`config.mk`:
```
export PLATFORM = sky130hd
export DESIGN_NAME = wb_rr_bus_arbiter
export DESIGN_NICKNAME = d
export VERILOG_FILES = /design/src/rtl/wb_rr_bus_arbiter.sv
export SDC_FILE = /design/constraint.sdc
export NUM_CORES = 1
export LEC_CHECK = 0
export CELL_PAD_IN_SITES_DETAIL_PLACEMENT = 1
export CELL_PAD_IN_SITES_GLOBAL_PLACEMENT = 1
export CORE_AREA = 2 2 206 208
export CTS_CLUSTER_DIAMETER = 100
export DETAILED_ROUTE_END_ITERATION = 10
export DIE_AREA = 0 0 208 210
export GPL_ROUTABILITY_DRIVEN = 0
export PLACE_DENSITY = 0.69
export SETUP_SLACK_MARGIN = 0.05
export SLEW_MARGIN = 5
export SYNTH_ARGS = -nofsm -noshare
export SYNTH_HDL_FRONTEND = slang
export SYNTH_SLANG_ARGS = --single-unit
```
`constraint.sdc`:
```
create_clock -name clk -period 9 [get_ports clk]
set_input_delay 1.8 -clock clk [delete_from_list [all_inputs] [get_ports clk]]
set_output_delay 1.8 -clock clk [all_outputs]
set_load 0.02 [all_outputs]
```
`src/rtl/wb_rr_bus_arbiter.sv`:
```
// Round-robin shared-bus Wishbone interconnect: NUM_M masters onto one bus decoded
// to NUM_S slaves, with an unmapped-address error and a stall watchdog.
module wb_rr_bus_arbiter #(
    parameter int unsigned NUM_M = 3,
    parameter int unsigned NUM_S = 4,
    parameter int unsigned AW = 32,
    parameter int unsigned DW = 32,
    parameter int unsigned DEC_LSB = 8,
    parameter int unsigned DEC_W = 4,
    parameter logic [NUM_S*DEC_W-1:0] SLAVE_ID = {4'h4, 4'h3, 4'h1, 4'h5},
    parameter int unsigned TIMEOUT = 255
) (
    input  logic                    clk,
    input  logic                    rst,
    input  logic [NUM_M-1:0]        m_cyc_i,
    input  logic [NUM_M-1:0]        m_stb_i,
    input  logic [NUM_M-1:0]        m_we_i,
    input  logic [NUM_M*AW-1:0]     m_addr_i,
    input  logic [NUM_M*DW-1:0]     m_wdata_i,
    input  logic [NUM_M*DW/8-1:0]   m_sel_i,
    output logic [NUM_M*DW-1:0]     m_rdata_o,
    output logic [NUM_M-1:0]        m_ack_o,
    output logic [NUM_M-1:0]        m_err_o,
    output logic [NUM_S-1:0]        s_cyc_o,
    output logic [NUM_S-1:0]        s_stb_o,
    output logic                    s_we_o,
    output logic [AW-1:0]           s_addr_o,
    output logic [DW-1:0]           s_wdata_o,
    output logic [DW/8-1:0]         s_sel_o,
    input  logic [NUM_S*DW-1:0]     s_rdata_i,
    input  logic [NUM_S-1:0]        s_ack_i,
    output logic [NUM_M-1:0]        grant_o
);
    localparam int unsigned SW  = DW / 8;
    localparam int unsigned MIW = (NUM_M > 1) ? $clog2(NUM_M) : 1;
    localparam int unsigned SIW = (NUM_S > 1) ? $clog2(NUM_S) : 1;
    localparam int unsigned WDW = ($clog2(TIMEOUT) > 8) ? $clog2(TIMEOUT) : 8;
    localparam logic [WDW-1:0] WD_LAST  = WDW'(TIMEOUT - 1);
    localparam logic [MIW-1:0] LAST_RST = MIW'(NUM_M - 1);

    typedef enum logic {IDLE = 1'b0, OWN = 1'b1} state_e;

    state_e           state_q, state_d;
    logic [NUM_M-1:0] grant_q, grant_d;
    logic [MIW-1:0]   gidx_q, gidx_d;
    logic [MIW-1:0]   last_q, last_d;
    logic [WDW-1:0]   wdog_q, wdog_d;
    logic             err_pend_q, err_pend_d;
    logic             uerr_q, uerr_d;

    logic             own, g_cyc, g_stb, g_we;
    logic [AW-1:0]    g_addr;
    logic [DW-1:0]    g_wdata;
    logic [SW-1:0]    g_sel;
    logic [NUM_S-1:0] hit;
    logic             any_hit;
    logic [SIW-1:0]   sidx;
    logic             ack_sel, wd_fire, resp_err;
    logic             arb_found;
    logic [MIW-1:0]   arb_idx, cand;

    always_comb begin
        own     = (state_q == OWN);
        g_cyc   = own & m_cyc_i[gidx_q];
        g_stb   = g_cyc & m_stb_i[gidx_q];
        g_we    = m_we_i[gidx_q];
        g_addr  = m_addr_i[gidx_q*AW +: AW];
        g_wdata = m_wdata_i[gidx_q*DW +: DW];
        g_sel   = m_sel_i[gidx_q*SW +: SW];
    end

    // Lowest matching decode entry wins, so hit is always one-hot or zero.
    always_comb begin
        hit     = '0;
        any_hit = 1'b0;
        sidx    = '0;
        for (int k = 0; k < NUM_S; k++) begin
            if (!any_hit && g_addr[DEC_LSB +: DEC_W] == SLAVE_ID[k*DEC_W +: DEC_W]) begin
                hit[k]  = 1'b1;
                any_hit = 1'b1;
                sidx    = SIW'(k);
            end
        end
    end

    always_comb begin
        arb_found = 1'b0;
        arb_idx   = '0;
        cand      = '0;
        for (int i = 1; i <= NUM_M; i++) begin
            cand = MIW'((int'(last_q) + i) % NUM_M);
            if (!arb_found && m_cyc_i[cand]) begin
                arb_found = 1'b1;
                arb_idx   = cand;
            end
        end
    end

    // An ack in the timeout cycle takes precedence over the watchdog error.
    always_comb begin
        ack_sel  = g_cyc & any_hit & s_ack_i[sidx];
        wd_fire  = g_stb & any_hit & ~ack_sel & (wdog_q == WD_LAST);
        resp_err = ((uerr_q & g_cyc) | wd_fire) & ~ack_sel;
    end

    always_comb begin
        s_cyc_o   = g_cyc ? hit : '0;
        s_stb_o   = g_stb ? hit : '0;
        s_we_o    = own & g_we;
        s_addr_o  = own ? g_addr : '0;
        s_wdata_o = own ? g_wdata : '0;
        s_sel_o   = own ? g_sel : '0;
        m_ack_o   = ack_sel ? grant_q : '0;
        m_err_o   = resp_err ? grant_q : '0;
        m_rdata_o = '0;
        if (g_cyc && any_hit) begin
            m_rdata_o[gidx_q*DW +: DW] = s_rdata_i[sidx*DW +: DW];
        end
        grant_o   = grant_q;
    end

    always_comb begin
        state_d = state_q;
        grant_d = grant_q;
        gidx_d  = gidx_q;
        last_d  = last_q;
        case (state_q)
            IDLE: begin
                if (arb_found) begin
                    state_d          = OWN;
                    gidx_d           = arb_idx;
                    grant_d          = '0;
                    grant_d[arb_idx] = 1'b1;
                end
            end
            OWN: begin
                if (!g_cyc) begin
                    state_d = IDLE;
                    grant_d = '0;
                    last_d  = gidx_q;
                end
            end
            default: state_d = IDLE;
        endcase
        wdog_d     = (g_stb && any_hit && !ack_sel && wdog_q != WD_LAST) ? wdog_q + 1'b1 : '0;
        err_pend_d = g_stb & ~any_hit;
        uerr_d     = g_stb & ~any_hit & ~err_pend_q;
    end

    always_ff @(posedge clk or negedge rst) begin
        if (!rst) begin
            state_q    <= IDLE;
            grant_q    <= '0;
            gidx_q     <= '0;
            last_q     <= LAST_RST;
            wdog_q     <= '0;
            err_pend_q <= 1'b0;
            uerr_q     <= 1'b0;
        end else begin
            state_q    <= state_d;
            grant_q    <= grant_d;
            gidx_q     <= gidx_d;
            last_q     <= last_d;
            wdog_q     <= wdog_d;
            err_pend_q <= err_pend_d;
            uerr_q     <= uerr_d;
        end
    end
endmodule
```
==> out/metrics.cfg <==
[status]
status = finished clean

[pwr]
p_sw_w = 0.00118
intPower_w = 0.000978
power_density_nw_per_um2 = 191
vdd_drop_max_mv = 0.115
power_leakage_nw = 3.82
p_comb_frac = 0.883
clockPowerShare = 0.046
power_frac_seq = 0.071
finalPower_w = 0.00216
p_sw_frac = 0.548

[routing]
drtPass1Iterations = 7
drt_iter0_drc = 438
avgViaCountPerCell = 4.60
postRouteAntennaNets = 0
wire_per_inst_microns = 20.3
num_vias = 8395
drc = 0
routed_wl_mm = 37.0

[clock_network]
clkTransAtPathRegs_ns = 0.05
cts_setup_buffers = 0
cts_tree = built
hold_buffers = 0
clock_latency_ns = 0.25
h-tree-depth = 1
cts.path.max_buffers = 2
cts_resized = 0
cts_root_buffer = clkbuf_16
numCtsBuffers = 3
cts.sinks = 18

[flow_run]
cap_violations = 0

[logic_synthesis]
yosys_warnings = 0
yosys_most_used_dff = dfrtp_1
synthAdderAreaFrac = 0.0203
yosys.area.top_type_share = 0.176
synth_compound_area_frac = 0.330
synth_xor_area_frac = 0.0129
synth_top_cell_by_area = mux2i_1
synth-simple-area-share = 0.307
synth.avg_cell_area_sq_um = 6.67
synth-edff-count = 0
async_flop_share = 1.00
synth_top_family_by_area = compound AO/OA/AOI/OAI gates
synth_area_sq_um = 5420
synth_mux_area_frac = 0.178
synth_cell_type_count = 52
ys_seq_area_frac = 0.0834
ys_ff_latch = 18
synth_cells = 812
syn-num-nets = 1167
synth_area_leaders = mux2i_1, o21ai_0, and2_1, dfrtp_1, o211ai_1

[placement]
dp.cells = 1820
placed_cell_area_sq_um = 11200
dp_hpwl_mm = 30.1
portBuffers = 528

[worst_setup_path]
reg2regPathDepth = 5
cp_max_fo = 22
required_ns = 7.20
path_class = in -> out
end_kind = output port
crit_arrival_ns = 5.60
cp-start-kind = input port

[sta]
tns_ns = 0
worst_slew_pin_slew_ns = 1.09
clock.fmax_ghz = 0.135
min_period_ns = 7.40
finalHoldViolations = 0
finClkSkew_ns = 0.00133
setup_viol_count_final = 0
final_max_slew_viol_count = 0
min_period_over_period = 0.822
rsz0062_at_grt = no
slew-limit-headroom = 0.262

[final_layout]
final_area_sq_um = 11300
final_cells = 1824
fin_nets = 1641
final_cell_mix = clkdlybuf4s50_1, o21ai_0, mux2i_1
final_util = 0.272
nFillCells = 5067
drive_above_1_share = 0.0381
layout_commonest_cell = clkdlybuf4s50_1
antenna_cells = 0
area_growth_pct = 109

[global_routing]
grt_usage = 0.158
grt_pass1_wl_mm = 53.8
overflow = 0
grt_pass1_vias = 8782
grt_antenna_before_repair = 1
grt_max_degree = 77

[worst_hold_path]
holdPathStages = 1
hold_class = reg -> reg

[floorplanning]
fp.coreArea_sq_um = 41500
start_util = 0.131
fp.dieArea_sq_um = 43700
io_pins = 529
rows = 75
die_h_microns = 210
die_w_microns = 208

[per-layer routing]
metal	global-route usage	part of all wire
met5	0	0.00035
met4	0.0482	0.033
met3	0.0319	0.065
met2	0.282	0.49
met1	0.189	0.41
[final timing paths]
check	start	to	slack, ns
max	m_cyc_i[2]	m_rdata_o[0]	1.60
min	err_pend_q	uerr_q	0.41
max reg2reg	gidx_q[1]	wdog_q[3]	5.88
min reg2reg	err_pend_q	uerr_q	0.41
max in group asynchronous	rst	gidx_q[1]	6.34
min in group asynchronous	rst	grant_o[2]	2.04
[critical path: stages]
cell and delay, ns:
clkdlybuf4s50_1 0.57, mux2i_1 0.11, o2bb2ai_1 0.43, nand3_1 0.32, or3_1 0.45, buf_4 0.23
nand2b_1 0.51, o22ai_1 0.47, clkdlybuf4s50_1 0.67
[registers in the layout, summed over array words and instances (netlist names)]
signal / count
wdog_q: 8
grant_o: 3
last_q: 2
own: 1
err_pend_q: 1
uerr_q: 1
gidx_q: 2
[cell families after synthesis]
logic type / after synthesis
and+or+nand+nor: 323
AOI/OAI and AO/OA: 273
muxes: 96
buffers and inverters: 85
DFF: 18
adders and majority gates: 9
xor gates and xnor gates: 8
[metrics by stage]
step / hold WS [ns] / worst slack [ns]
final: 0.411 / 1.60
after global routing: 0.431 / 1.38
after CTS: 0.414 / 1.49
after detailed placement: 0.407 / 1.49
after global placement: 0.392 / 1.55
after floorplan: 0.387 / 3.48
[layout make-up]
class,instances,area [sq um],share of cell area
Inverter,7,26.3,0.00233
Tap cell,539,674,0.0597
Timing Repair Buffer,547,5440,0.482
Multi-Input combinational cell,709,4600,0.408
Sequential cell,18,458,0.0406
Clock buffer,4,88.8,0.00787
[cell usage after synthesis (2+ instances only)]
master     instances
o21ai_0          100
mux2i_1           95
nand2_1           86
and2_1            75
nor2_1            70
o211ai_1          52
clkbuf_1          51
a21oi_1           47
nand3b_1          40
o22ai_1           25
dfrtp_1           17
nand3_1           15
nor3_1            14
buf_2             13
o31ai_1           11
o22ai_2           10
o32ai_1           10
ha_1               8
buf_1              7
inv_1              7
nand4_1            6
xnor2_1            5
and3_1             4
buf_4              4
buf_6              3
nand2b_1           3
o2bb2ai_1          3
xor2_1             3
a2bb2o_1           2
a2bb2oi_4          2
o221ai_1           2
or3_1              2
[power groups by stage]
stage | Combinational, W | Sequential, W | Clock (W)
floorplan | 0.00115 | 0.000117 | 0
global placement | 0.00188 | 0.000156 | 0
detailed placement | 0.00191 | 0.000157 | 0
CTS | 0.00192 | 0.000156 | 0.000102
global route | 0.00206 | 0.000159 | 0.000106
finish | 0.00191 | 0.000154 | 0.0000985
Note: power is estimated with default switching activity, not from simulation.
